File: config.mk
export PLATFORM = sky130hd
export DESIGN_NAME = program_loader
export DESIGN_NICKNAME = d
export VERILOG_FILES = /design/src/rtl/prog_pkg.sv /design/src/rtl/prog_checksum.sv /design/src/rtl/program_loader.sv
export SDC_FILE = /design/constraint.sdc
export NUM_CORES = 1
export LEC_CHECK = 0
export BUFFER_PORTS_ARGS = -buffer_cell sky130_fd_sc_hd__buf_2
export CAP_MARGIN = 15
export CORE_ASPECT_RATIO = 0.75
export CORE_MARGIN = 4
export CORE_UTILIZATION = 43
export CTS_BUF_LIST = sky130_fd_sc_hd__clkbuf_16
export DETAILED_ROUTE_END_ITERATION = 8
export PLACE_DENSITY = 0.77
export SLEW_MARGIN = 20
export SYNTH_ARGS = -nofsm -noshare
export SYNTH_HDL_FRONTEND = slang
export SYNTH_SLANG_ARGS = --single-unit
File: constraint.sdc
create_clock -name clk -period 1.8 [get_ports clk]
set_clock_uncertainty 0.1 [all_clocks]
set_input_delay 0.36 -clock clk [delete_from_list [all_inputs] [get_ports clk]]
set_output_delay 0.36 -clock clk [all_outputs]
set_load 0.1 [all_outputs]
File: src/rtl/prog_pkg.sv
// prog_pkg: program-memory geometry shared by the processor, program memory and loader,
// plus the loader state encoding (CHECK only exists with PROGRAM_LOADER_CHECKSUM_EN).
package prog_pkg;

   localparam int ADDR_W = 3;
   localparam int DATA_W = 8;
   localparam int DEPTH  = 1 << ADDR_W;

`ifdef PROGRAM_LOADER_CHECKSUM_EN
   typedef enum logic [1:0] {
      ST_IDLE  = 2'd0,
      ST_LOAD  = 2'd1,
      ST_CHECK = 2'd2,
      ST_RUN   = 2'd3
   } load_state_e;
`else
   typedef enum logic [1:0] {
      ST_IDLE  = 2'd0,
      ST_LOAD  = 2'd1,
      ST_RUN   = 2'd3
   } load_state_e;
`endif

endpackage

File: src/rtl/prog_checksum.sv
// prog_checksum: running modulo-2^DATA_W sum of the image bytes, cleared at each load start.
// Only instantiated when PROGRAM_LOADER_CHECKSUM_EN is defined.
module prog_checksum
   import prog_pkg::*;
#(
   parameter int SUM_W = DATA_W
) (
   input  logic             clk,
   input  logic             rst_n,
   input  logic             clear_i,
   input  logic             add_i,
   input  logic [SUM_W-1:0] data_i,
   output logic [SUM_W-1:0] sum_o
);

   logic [SUM_W-1:0] sum_q;
   logic [SUM_W-1:0] sum_d;

   // Carry out of the top bit is dropped on purpose: the check byte is a modulo sum.
   assign sum_d = sum_q + data_i;

   // Accumulator; clear has priority over add.
   always_ff @(posedge clk or negedge rst_n) begin
      if (!rst_n) begin
         sum_q <= {SUM_W{1'b0}};
      end else if (clear_i) begin
         sum_q <= {SUM_W{1'b0}};
      end else if (add_i) begin
         sum_q <= sum_d;
      end else begin
         sum_q <= sum_q;
      end
   end

   assign sum_o = sum_q;

endmodule

File: src/rtl/program_loader.sv
// program_loader: writes a valid/ready byte stream sequentially into program memory and holds
// the processor (cpu_run low) until a full image is loaded. Option: PROGRAM_LOADER_CHECKSUM_EN.
module program_loader
   import prog_pkg::*;
#(
   parameter int IMG_ADDR_W = ADDR_W,
   parameter int IMG_DATA_W = DATA_W,
   parameter int IMG_DEPTH  = DEPTH
) (
   input  logic                  clk,
   input  logic                  rst_n,
   input  logic                  start,
   input  logic                  in_valid,
   input  logic [IMG_DATA_W-1:0] in_data,
   output logic                  in_ready,
   output logic                  wr_en,
   output logic [IMG_ADDR_W-1:0] wr_addr,
   output logic [IMG_DATA_W-1:0] wr_data,
   output logic                  cpu_run,
   output logic                  load_done,
   output logic                  load_err,
   output logic [IMG_ADDR_W:0]   byte_cnt
);

   localparam int CNT_W = IMG_ADDR_W + 1;
   localparam logic [CNT_W-1:0] LAST_CNT = CNT_W'(IMG_DEPTH - 1);
   localparam logic [CNT_W-1:0] CNT_ONE  = CNT_W'(1);

   load_state_e           state_q;
   logic                  in_ready_q;
   logic                  wr_en_q;
   logic [IMG_ADDR_W-1:0] wr_addr_q;
   logic [IMG_DATA_W-1:0] wr_data_q;
   logic                  cpu_run_q;
   logic                  load_done_q;
   logic [CNT_W-1:0]      byte_cnt_q;

   logic                  accept_d;
   logic [CNT_W-1:0]      byte_cnt_d;

   assign accept_d   = in_valid & in_ready_q;
   assign byte_cnt_d = byte_cnt_q + CNT_ONE;

`ifdef PROGRAM_LOADER_CHECKSUM_EN
   logic                  load_err_q;
   logic                  sum_add_d;
   logic [IMG_DATA_W-1:0] sum_d;

   // Only image bytes feed the sum; the trailing check byte and any byte under start do not.
   assign sum_add_d = accept_d & (state_q == ST_LOAD) & ~start;

   prog_checksum #(
      .SUM_W   (IMG_DATA_W)
   ) u_checksum (
      .clk     (clk),
      .rst_n   (rst_n),
      .clear_i (start),
      .add_i   (sum_add_d),
      .data_i  (in_data),
      .sum_o   (sum_d)
   );

   assign load_err = load_err_q;
`else
   assign load_err = 1'b0;
`endif

   // Loader FSM with every output registered alongside the state.
   always_ff @(posedge clk or negedge rst_n) begin
      if (!rst_n) begin
         state_q     <= ST_IDLE;
         in_ready_q  <= 1'b0;
         wr_en_q     <= 1'b0;
         wr_addr_q   <= {IMG_ADDR_W{1'b0}};
         wr_data_q   <= {IMG_DATA_W{1'b0}};
         cpu_run_q   <= 1'b0;
         load_done_q <= 1'b0;
         byte_cnt_q  <= {CNT_W{1'b0}};
`ifdef PROGRAM_LOADER_CHECKSUM_EN
         load_err_q  <= 1'b0;
`endif
      end else begin
         wr_en_q     <= 1'b0;
         load_done_q <= 1'b0;
         if (start) begin
            // Restart wins over everything, including a byte offered in the same cycle.
            state_q    <= ST_LOAD;
            in_ready_q <= 1'b1;
            cpu_run_q  <= 1'b0;
            byte_cnt_q <= {CNT_W{1'b0}};
`ifdef PROGRAM_LOADER_CHECKSUM_EN
            load_err_q <= 1'b0;
`endif
         end else begin
            case (state_q)
               ST_IDLE: begin
                  in_ready_q <= 1'b0;
                  cpu_run_q  <= 1'b0;
               end
               ST_LOAD: begin
                  if (accept_d) begin
                     wr_en_q    <= 1'b1;
                     wr_addr_q  <= byte_cnt_q[IMG_ADDR_W-1:0];
                     wr_data_q  <= in_data;
                     byte_cnt_q <= byte_cnt_d;
                     if (byte_cnt_q == LAST_CNT) begin
`ifdef PROGRAM_LOADER_CHECKSUM_EN
                        state_q     <= ST_CHECK;
`else
                        state_q     <= ST_RUN;
                        in_ready_q  <= 1'b0;
                        cpu_run_q   <= 1'b1;
                        load_done_q <= 1'b1;
`endif
                     end else begin
                        state_q <= ST_LOAD;
                     end
                  end else begin
                     state_q <= ST_LOAD;
                  end
               end
`ifdef PROGRAM_LOADER_CHECKSUM_EN
               ST_CHECK: begin
                  if (accept_d) begin
                     in_ready_q <= 1'b0;
                     if (in_data == sum_d) begin
                        state_q     <= ST_RUN;
                        cpu_run_q   <= 1'b1;
                        load_done_q <= 1'b1;
                     end else begin
                        state_q    <= ST_IDLE;
                        cpu_run_q  <= 1'b0;
                        load_err_q <= 1'b1;
                     end
                  end else begin
                     state_q <= ST_CHECK;
                  end
               end
`endif
               ST_RUN: begin
                  in_ready_q <= 1'b0;
                  cpu_run_q  <= 1'b1;
               end
               default: begin
                  state_q    <= ST_IDLE;
                  in_ready_q <= 1'b0;
                  cpu_run_q  <= 1'b0;
               end
            endcase
         end
      end
   end

   assign in_ready  = in_ready_q;
   assign wr_en     = wr_en_q;
   assign wr_addr   = wr_addr_q;
   assign wr_data   = wr_data_q;
   assign cpu_run   = cpu_run_q;
   assign load_done = load_done_q;
   assign byte_cnt  = byte_cnt_q;

endmodule
After elaboration in Yosys (flattened, before gate mapping)
Index checks and enable logic that the tools add are counted.
W data, S select, Z words.
{"block": "classes", "add_sub_neg": 1, "eq_ne": 6, "mux": 22, "bitwise": 2, "n_reduce_logical": 7}
{"operator": "$mux W1", "n": 14}
{"operator": "$mux W4", "n": 3}
{"operator": "$mux W2", "n": 3}
{"operator": "$ne A3 B3 Y1 const B", "n": 2}
{"operator": "$add A4 B1 Y4 const B", "n": 1}
{"operator": "$eq A4 B3 Y1 const B", "n": 1}
{"operator": "$pmux W2 S2", "n": 1}
{"operator": "$reduce_and A2 Y1", "n": 2}
{"operator": "$reduce_bool A2 Y1", "n": 2}
{"operator": "$reduce_and A3 Y1", "n": 1}
{"operator": "$eq A2 B1 Y1 const B", "n": 1}
{"operator": "$eq A2 B2 Y1 const B", "n": 1}
{"operator": "$logic_not A2 Y1", "n": 1}
{"operator": "$ne A2 B1 Y1 const B", "n": 1}
{"operator": "$pmux W1 S2", "n": 1}
{"operator": "$reduce_or A2 Y1", "n": 1}
{"operator": "$and A1 B1 Y1", "n": 1}
{"operator": "$not A1 Y1", "n": 1}
{"block": "totals", "ff_bits": 21, "inputBits": 12, "output_inout_bits": 20}

Depth between registers and ports, before layout
Gate-level depths: netlist of run 1.
{"block": "logic_depth", "depth_word": 5, "ltp_mapped": 7, "mapped_depth_nobuf": 6}

Least setup slack after synthesis of run 1
OpenSTA, ideal clock, no wires.
{"block": "synth_path", "path_type": "register to register", "start": "register in_ready_q, in the netlist in_ready", "end": "register wr_data_q[0], in the netlist wr_data[0]", "setup_ns": 0.126, "arrival_time_ns": 2.015, "t_required_ns": 1.574, "path_slack_ns": -0.442, "stages_incl_launch_ff": 6, "synth_period_minus_slack_ns": 2.242, "cell_sequence": "dfrtp_1 > nand3_2 > or2_1 > buf_6 > inv_8 > mux2_4"}
{"block": "synth_between", "elab_chain_cells": 2}
{"element": "from (decl)", "line": "program_loader.sv:30", "source": "logic in_ready_q;"}
{"element": "from (signal assigned)", "line": "program_loader.sv:72", "source": "in_ready_q <= 1'b0;"}
{"element": "from (signal assigned)", "line": "program_loader.sv:88", "source": "in_ready_q <= 1'b1;"}
{"element": "from (signal assigned)", "line": "program_loader.sv:97", "source": "in_ready_q <= 1'b0;"}
{"element": "$and A1 B1 Y1", "line": "program_loader.sv:41", "source": "assign accept_d = in_valid & in_ready_q;"}
{"element": "$reduce_and A3 Y1 (no line)"}
{"element": "to (signal assigned)", "line": "program_loader.sv:75", "source": "wr_data_q <= {IMG_DATA_W{1'b0}};"}
{"element": "to (signal assigned)", "line": "program_loader.sv:104", "source": "wr_data_q <= in_data;"}
{"element": "to (decl)", "line": "program_loader.sv:33", "source": "logic [IMG_DATA_W-1:0] wr_data_q;"}
Every way passes these cells.
A chain may end at the register's enable or synchronous reset.

Worst setup path in the final report of run 1
{"block": "layout_path", "start": "register byte_cnt_q[2], in the netlist byte_cnt[2]", "end": "output port byte_cnt[2]"}
{"element": "from (decl)", "line": "program_loader.sv:36", "source": "logic [CNT_W-1:0] byte_cnt_q;"}
{"element": "from (signal assigned)", "line": "program_loader.sv:78", "source": "byte_cnt_q <= {CNT_W{1'b0}};"}
{"element": "from (signal assigned)", "line": "program_loader.sv:90", "source": "byte_cnt_q <= {CNT_W{1'b0}};"}
{"element": "from (signal assigned)", "line": "program_loader.sv:105", "source": "byte_cnt_q <= byte_cnt_d;"}
{"element": "to (decl)", "line": "program_loader.sv:22", "source": "output logic [IMG_ADDR_W:0] byte_cnt"}
No word-level cell between the ends.

==> impl_metrics.py, run 1 <==
metrics = {
    "cts": {
        "cts_buffer_depth": 2,
        "root_buffer": "clkbuf_16",
        "post-cts-setup-buffers": 0,
        "htreeDepth": 1,
        "clk_pin_slew_ns": 0.06,
        "cts_tree": "built",
        "clk_latency_ns": 0.25,
        "numCtsBuffers": 3,
        "cts.sinks": 21,
    },
    "floorplanning": {
        "ioPinCount": 32,
        "fp.dieW_um": 62.0,
        "die-area_mm2": 0.00301,
        "initial_core_util_pct": 45.9,
        "core-area_mm2": 0.00205,
        "rows": 14,
        "die_y_um": 48.5,
    },
    "timing": {
        "finalCriticalPeriod_ns": 1.65,
        "rsz0062_at_grt": "false",
        "min_period_over_period_pct": 91.4,
        "setup_viol": 0,
        "setup_tns_ns": 0,
        "slew_violations": 0,
        "hold_viol": 0,
        "max_freq_ghz": 0.608,
        "fin_ws_ns": 0.155,
    },
    "route": {
        "vias_per_cell": 5.05,
        "dr.pass1.iters": 4,
        "drc": 0,
        "drt_iter0_drc": 31,
        "ant_nets": 0,
        "dr_total_vias": 636,
        "wire_per_inst_um": 15.8,
        "drt_wl_total_mm": 1.99,
    },
    "grt": {
        "grt-ovfl-total": 0,
        "grt_start_max_net_pins": 22,
        "antenna_found_initial": 0,
        "grt_pass1_vias": 659,
        "track_usage_pct": 14.8,
        "grt_pass1_wl_mm": 3.21,
    },
    "worst_setup_path": {
        "path_cells": "buf_2",
        "cpLargestDelayFamily": "buffers and inverters",
        "crit_type": "flip-flop to output pin",
        "critPathLaunchType": "flip-flop",
        "critical-path-max-stage-delay_ns": 0.47,
        "cp_data_arrival_time_ns": 1.19,
        "cp_num_buf_inv": 1,
        "cp_slowest_cell": "buf_2",
        "required_ns": 1.34,
        "critPathCaptureType": "output pin",
        "cp_max_fo": 6,
    },
    "synth": {
        "synth_area_leaders": "dfrtp_1 56%, mux2_4 18%, ha_1 2.7%",
        "yosysSeqAreaShare_pct": 55.9,
        "ys_async_sr_fraction_pct": 100,
        "synth_edf_count": 0,
        "ys_seq_elements": 21,
        "synth_area_leader_cell": "dfrtp_1",
        "ys.flop_type": "dfrtp_1",
        "synthesis.area_um2": 941,
        "synthTopCellsByCount": "21 x dfrtp_1, 11 x mux2_4, 5 x nor2_1",
        "syn_inst": 68,
        "synth.avg_cell_area_um2": 13.8,
        "synthMostInstantiatedCell": "dfrtp_1",
        "synthesis.nets": 82,
        "synth_top_area_share_pct": 55.9,
        "synth_cell_types": 27,
        "yosys_warnings": 0,
    },
    "cells_and_area": {
        "drive_gt1_share_pct": 52.9,
        "nNetsFinal": 117,
        "antenna_cells": 0,
        "area_growth_pct": 28.9,
        "multiInputGateArea_um2": 380,
        "ff_latch_area_um2": 532,
        "fillerInstances": 163,
    },
    "power": {
        "power_density_mw_per_mm2": 1640,
        "comb_power_share_pct": 45.6,
        "pwr-share-seq_pct": 31.2,
        "switchingPower_uw": 940,
        "clkPwrFrac_pct": 23.1,
        "ir_worst_vdd_mv": 1.18,
        "p_int_mw": 1.05,
        "swShare_pct": 47.3,
        "p_leak_nw": 0.611,
    },
    "place": {
        "place_congestion": 0.786,
        "pre_cts_slack_ns": 0.0709,
        "io_buffers": 30,
        "hpwl_mm": 1.45,
    },
    "run_status": {
        "status": "completed",
    },
    "flow_run": {
        "cap_viol_max_count": 0,
    },
    "hold_path": {
        "min_path_type": "input pin to flip-flop",
    },
}
-- flip-flops by register name (all words and copies together), names as in the netlist --
name,cells
wr_data,8
byte_cnt,4
wr_addr,3
state_q,2
cpu_run,1
in_ready,1
load_done,1
wr_en,1
-- layer usage --
layer	wire length, µm	global-route usage (%)
met4	57	8.13
met2	1030	23.3
met3	89	4.52
met1	809	17.3
met5	0	0
-- final timing paths --
path                              from  depth (start not counted)           to  slack (ns)
max                        byte_cnt[2]                          1  byte_cnt[2]        0.15
min                         in_data[1]                          2   wr_data[1]        0.24
max reg2reg                 state_q[1]                          6   wr_data[4]        0.18
min reg2reg                 wr_data[3]                          1   wr_data[3]        0.41
max in group asynchronous        rst_n                          2     in_ready        0.76
min in group asynchronous        rst_n                          2  byte_cnt[2]        0.50
-- cells in the final DEF, fill, tap and decap left out, types with 2 or more instances in the layout --
cell type / count
buf_4: 2
nor2_1: 5
buf_2: 30
mux2_4: 11
clkbuf_16: 3
dfrtp_2: 2
ha_1: 2
or3_1: 2
xor2_1: 2
nand4b_1: 2
nand3b_1: 2
dfrtp_1: 18
a21oi_1: 3
-- per-stage QoR --
stage / power (mW) / hold slack [ns] / area, µm² / utilization (%) / cells
2_1_floorplan: 1.38 / -0.0356 / 947 / - / 68
3_3_place_gp: 1.51 / 0.229 / 1120 / 54.6 / 121
3_5_place_dp: 1.53 / 0.238 / 1120 / 54.6 / 121
4_1_cts: 2.00 / 0.236 / 1210 / 59.0 / 126
5_1_grt: 2.05 / 0.238 / 1210 / 59.2 / 126
6_report: 1.98 / 0.238 / 1210 / 59.2 / 126
-- cell families (layout without fill, tap and decap cells) --
logic type                 Yosys count  count (layout)  share of synthesized area [%]
buffers and inverters                5              39                           3.99
adders and majority gates            2               2                           2.66
xor gates and xnor gates             2               2                           1.86
and+or+nand+nor                     18              18                           11.8
DFF                                 21              21                           55.9
muxes                               12              12                           18.6
other                                1               1                          0.399
AOI/OAI and AO/OA                    7               7                           4.79
-- power groups by stage --
stage,clock [mW],sequential (mW),combinational (mW)
final,0.459,0.620,0.906
after detailed placement,0,0.625,0.906
after global routing,0.488,0.631,0.934
after CTS,0.468,0.620,0.910
after floorplan,0,1.20,0.184
after global placement,0,0.619,0.893
-- what timing repair did --
item | 4_1_cts | 5_1_grt
endpoints found under the setup margin | 0 | 8
hold endpoints to repair | 21 | 0
gates resized for setup | 0 | 1
hold buffers | 1 | 0
-- cell type report --
class	instances	area share (%)
sequential	21	43.9
clock buffer	3	6.19
clock inverter	1	0.413
timing repair buffer	33	14.4
multi-input combinational	42	31.4
inverter	2	1.24
tap	24	2.48
No activity file was read; power rests on OpenSTA's default activity.
==> run 2, diff against run 1 <==
==> constraint.sdc (replaced) <==
create_clock -name clk -period 1.8 [get_ports clk]
set_clock_uncertainty 0.1 [all_clocks]
set_input_delay 0.09 -clock clk [delete_from_list [all_inputs] [get_ports clk]]
set_output_delay 0.09 -clock clk [all_outputs]
set_load 0.1 [all_outputs]
==> impl_metrics.py, run 2 (synthesis gave the netlist of run 1 again) <==
metrics = {
    "timing": {
        "finalCriticalPeriod_ns": 1.61,
        "fin_hold_ws_ns": 0.0317,
        "fin_ws_ns": 0.190,
        "hold_viol": 0,
        "setup_tns_ns": 0,
        "slew_violations": 0,
        "setup_viol": 0,
        "min_period_over_period_pct": 89.5,
        "rsz0062_at_grt": "false",
        "max_freq_ghz": 0.621,
    },
    "hold_path": {
        "hold_start": "start",
        "whs_path_depth": 2,
        "min_to": "byte_cnt[2]",
        "min_path_type": "input pin to flip-flop",
    },
    "worst_setup_path": {
        "crit_type": "flip-flop to flip-flop",
        "r2r_cells": 6,
        "cp_max_fo": 9,
        "critPathLaunchType": "flip-flop",
        "critical-path-max-stage-delay_ns": 0.37,
        "cp_data_arrival_time_ns": 1.64,
        "reg2reg_from": "state_q[1]",
        "cpLargestDelayFamily": "flip-flops",
        "r2r_slack_ns": 0.19,
        "cp_slowest_cell": "dfrtp_1",
        "critPathCaptureType": "flip-flop",
        "cp_num_buf_inv": 2,
        "required_ns": 1.83,
        "rr_endpoint": "wr_data[4]",
        "path_cells": "inv_1, ha_1, nand3_2, or2_4, inv_8, mux2_4",
    },
    "route": {
        "ant_nets": 0,
        "drc": 0,
        "dr.pass1.iters": 4,
        "wire_per_inst_um": 15.4,
        "drt_wl_total_mm": 2.06,
        "drt_iter0_drc": 29,
        "vias_per_cell": 4.93,
        "dr_total_vias": 660,
    },
    "run_status": {
        "status": "completed",
    },
    "grt": {
        "grt_pass1_vias": 717,
        "grt_pass1_wl_mm": 3.43,
        "grt-ovfl-total": 0,
        "grtUsageMet3_pct": 4.52,
        "grt_start_max_net_pins": 22,
        "track_usage_pct": 15.7,
        "antenna_found_initial": 0,
        "met2_usage_pct": 25.5,
        "grt_use_met1_pct": 18.0,
        "busiest_layer": "met2",
    },
    "power": {
        "p_leak_nw": 0.645,
        "power_density_mw_per_mm2": 1550,
        "ir_worst_vdd_mv": 1.16,
        "p_total_mw": 2.00,
    },
    "floorplanning": {
        "rows": 14,
        "die_y_um": 48.5,
        "die-area_mm2": 0.00301,
        "core-area_mm2": 0.00205,
        "ioPinCount": 32,
        "fp.dieW_um": 62.0,
        "initial_core_util_pct": 45.9,
    },
    "cells_and_area": {
        "antenna_cells": 0,
        "nNetsFinal": 125,
        "post-route-util_pct": 63.1,
        "largest_reg_flops": 8,
        "drive_gt1_share_pct": 49.1,
        "postLayoutCellArea_mm2": 0.00129,
        "area_growth_pct": 37.4,
        "fillerInstances": 149,
        "finalNonFillerCells": 134,
        "final_cell_mix": "30 x buf_2, 18 x dfrtp_1, 11 x mux2_4",
        "final_common_cell": "buf_2",
    },
    "place": {
        "place_area_mm2": 0.00112,
        "io_buffers": 30,
        "placed_cells": 121,
        "place_congestion": 0.786,
        "pre_cts_slack_ns": 0.0709,
        "hpwl_mm": 1.45,
    },
    "cts": {
        "cts.sinks": 21,
        "cts_tree": "built",
        "numCtsBuffers": 3,
        "cts_buffer_depth": 2,
        "clk_latency_ns": 0.25,
        "htreeDepth": 1,
        "clk_pin_slew_ns": 0.06,
        "root_buffer": "clkbuf_16",
    },
    "flow_run": {
        "cap_viol_max_count": 0,
    },
}
[run 2: cell count changes in the layout (fill, tap and decap cells not counted)]
cell	before	now
dlygate4sd3_1	1	9
[run 2: power by group]
group	internal [mW]	switching, mW	leakage (nW)	total (mW)
Sequential	0.558	0.0625	0.259	0.620
Clock	0.298	0.161	0.0409	0.459
Combinational	0.201	0.719	0.344	0.920
Total	1.06	0.942	0.645	2.00
[run 2: how the worst max path moves through the flow]
stage               slack, ns    endpoint       start  depth (start not counted)
finish                   0.19  wr_data[4]  state_q[1]                          6
global route             0.11  wr_data[4]  state_q[1]                          6
CTS                      0.06  wr_data[4]  state_q[1]                          6
detailed placement       0.07  wr_data[0]  state_q[1]                          6
global placement         0.14  wr_data[5]  state_q[1]                          6
floorplan                0.02  wr_data[0]    in_ready                          5
[run 2: routing by layer]
layer | wire length [µm] | up-vias
li1 | - | 321
met1 | 856 | 321
met2 | 1080 | 14
met3 | 84 | 4
met4 | 43 | 0
met5 | 0 | -
[run 2: timing repair]
| item | 4_1_cts | 5_1_grt |
|---|---|---|
| endpoints found under the hold margin | 29 | 0 |
| hold buffers | 9 | 0 |
| buffers inserted | 0 | 0 |
| gates resized for setup | 0 | 1 |
| endpoints found under the setup margin | 0 | 8 |
[run 2: worst reg2reg max path: stages (launching register included)]
cell and delay, ns:
dfrtp_1 0.37, inv_1 0.06, ha_1 0.17, nand3_2 0.07, or2_4 0.29, inv_8 0.12
mux2_4 0.31
[run 2: layout make-up]
class	count	area [µm²]	share of cell area [%]
clock buffers	3	75.1	5.81
repair buffers	41	255	19.7
multi-input cells	42	380	29.4
well taps	24	30.0	2.32
clock inverters	1	5.00	0.387
inverters	2	15.0	1.16
flip-flops and latches	21	532	41.1
==> run 3, diff against run 2 <==
- BUFFER_PORTS_ARGS: -buffer_cell sky130_fd_sc_hd__buf_2 -> -buffer_cell sky130_fd_sc_hd__clkbuf_2
==> impl_metrics.py, run 3 (synthesis gave the netlist of run 1 again) <==
metrics = {
    "cts": {
        "cts_buffer_depth": 2,
        "clk_latency_ns": 0.25,
        "numCtsBuffers": 3,
        "root_buffer": "clkbuf_16",
        "cts_tree": "built",
        "cts.sinks": 21,
        "htreeDepth": 1,
        "clk_pin_slew_ns": 0.06,
        "cts_resized": 0,
    },
    "worst_setup_path": {
        "cp_slowest_cell": "dfrtp_1",
        "cp_max_fo": 9,
        "critPathLaunchType": "flip-flop",
        "required_ns": 1.83,
        "critical-path-max-stage-delay_ns": 0.38,
        "cp_data_arrival_time_ns": 1.77,
        "crit_type": "flip-flop to flip-flop",
        "cpLargestDelayFamily": "simple AND/OR/NAND/NOR gates",
        "cp_num_buf_inv": 2,
        "path_cells": "inv_1, ha_1, nand3_2, or2_1, inv_8, mux2_4",
        "critPathCaptureType": "flip-flop",
    },
    "cells_and_area": {
        "finalNonFillerCells": 134,
        "drive_gt1_share_pct": 48.2,
        "postLayoutCellArea_mm2": 0.00129,
        "final_cell_mix": "30 x clkbuf_2, 18 x dfrtp_1, 11 x mux2_4",
        "fillerInstances": 160,
        "area_growth_pct": 37.1,
        "antenna_cells": 0,
        "nNetsFinal": 125,
        "largest_reg_flops": 8,
        "final_common_cell": "clkbuf_2",
    },
    "route": {
        "drt_wl_total_mm": 2.05,
        "vias_per_cell": 5.05,
        "dr_total_vias": 677,
        "drt_iter0_drc": 18,
        "wire_per_inst_um": 15.3,
        "drc": 0,
        "dr.pass1.iters": 4,
        "ant_nets": 0,
    },
    "grt": {
        "grt_pass1_vias": 701,
        "grt_start_max_net_pins": 22,
        "grt-ovfl-total": 0,
        "grt_pass1_wl_mm": 3.32,
        "track_usage_pct": 14.8,
        "antenna_found_initial": 0,
    },
    "floorplanning": {
        "core-area_mm2": 0.00205,
        "die_y_um": 48.5,
        "die-area_mm2": 0.00301,
        "ioPinCount": 32,
        "initial_core_util_pct": 45.9,
        "fp.dieW_um": 62.0,
        "rows": 14,
    },
    "timing": {
        "max_freq_ghz": 0.577,
        "tightest_slew_ns": 0.552,
        "hold_viol": 0,
        "setup_tns_ns": 0,
        "min_period_over_period_pct": 96.2,
        "fin_ws_ns": 0.0678,
        "rsz0062_at_grt": "false",
        "slew_violations": 0,
        "timing.slew.headroom_pct": 63.4,
        "setup_viol": 0,
        "finalCriticalPeriod_ns": 1.73,
    },
    "place": {
        "placed_cells": 121,
        "pre_cts_slack_ns": 0.0636,
        "place_congestion": 0.793,
        "place_area_mm2": 0.00112,
        "io_buffers": 30,
        "hpwl_mm": 1.47,
    },
    "power": {
        "power_density_mw_per_mm2": 1560,
        "p_total_mw": 2.01,
        "p_leak_nw": 0.641,
        "ir_worst_vdd_mv": 1.39,
    },
    "run_status": {
        "status": "completed",
    },
    "flow_run": {
        "cap_viol_max_count": 0,
    },
    "hold_path": {
        "min_path_type": "input pin to flip-flop",
    },
}
## run 3: what timing repair did
action	4_1_cts	5_1_grt
hold buffers	9	0
setup buffers	0	0
hold endpoints to repair	29	0
## run 3: report_power, final
group	switching, mW	internal (mW)
clock	0.170	0.298
sequential	0.0631	0.557
combinational	0.722	0.196
total	0.955	1.05
## run 3: through the flow
| stage | hold slack (ns) | utilization (%) |
|---|---|---|
| floorplan | -0.306 | - |
| global placement | -0.0253 | 54.6 |
| detailed placement | -0.0142 | 54.6 |
| CTS | 0.0513 | 62.9 |
| global route | 0.0685 | 62.9 |
| finish | 0.0544 | 62.9 |
## run 3: layout make-up
class                           instances  area (µm²)  share of cell area, %
Inverter                                2        15.0                   1.16
Clock inverter                          1        5.00                  0.388
Tap cell                               24        30.0                   2.33
Timing Repair Buffer                   41         255                   19.8
Sequential cell                        21         532                   41.2
Clock buffer                            3        75.1                   5.82
Multi-Input combinational cell         42         378                   29.3
## run 3: per-layer routing
layer	vias to the layer above	share of wire [%]	global-route usage (%)
li1	322	-	-
met5	-	0	0
met3	2	4.7	5.05
met2	15	53	23.8
met4	0	0.98	4.24
met1	338	42	18.5
## run 3: path summary, 6_finish.rpt
path                            start           to  slack [ns]  cells after the start
setup / recovery           state_q[1]   wr_data[5]        0.07                      6
hold / removal                  start  byte_cnt[3]        0.05                      2
setup reg to reg           state_q[1]   wr_data[5]        0.07                      6
hold reg to reg            wr_addr[0]   wr_addr[0]        0.41                      1
max in group asynchronous       rst_n     in_ready        0.97                      2
min in group asynchronous       rst_n      cpu_run        0.24                      2
## run 3: worst reg2reg max path, stage by stage (launching register included)
cell,delay [ns]
dfrtp_1,0.38
inv_1,0.06
ha_1,0.16
nand3_2,0.07
or2_1,0.36
inv_8,0.17
mux2_4,0.31
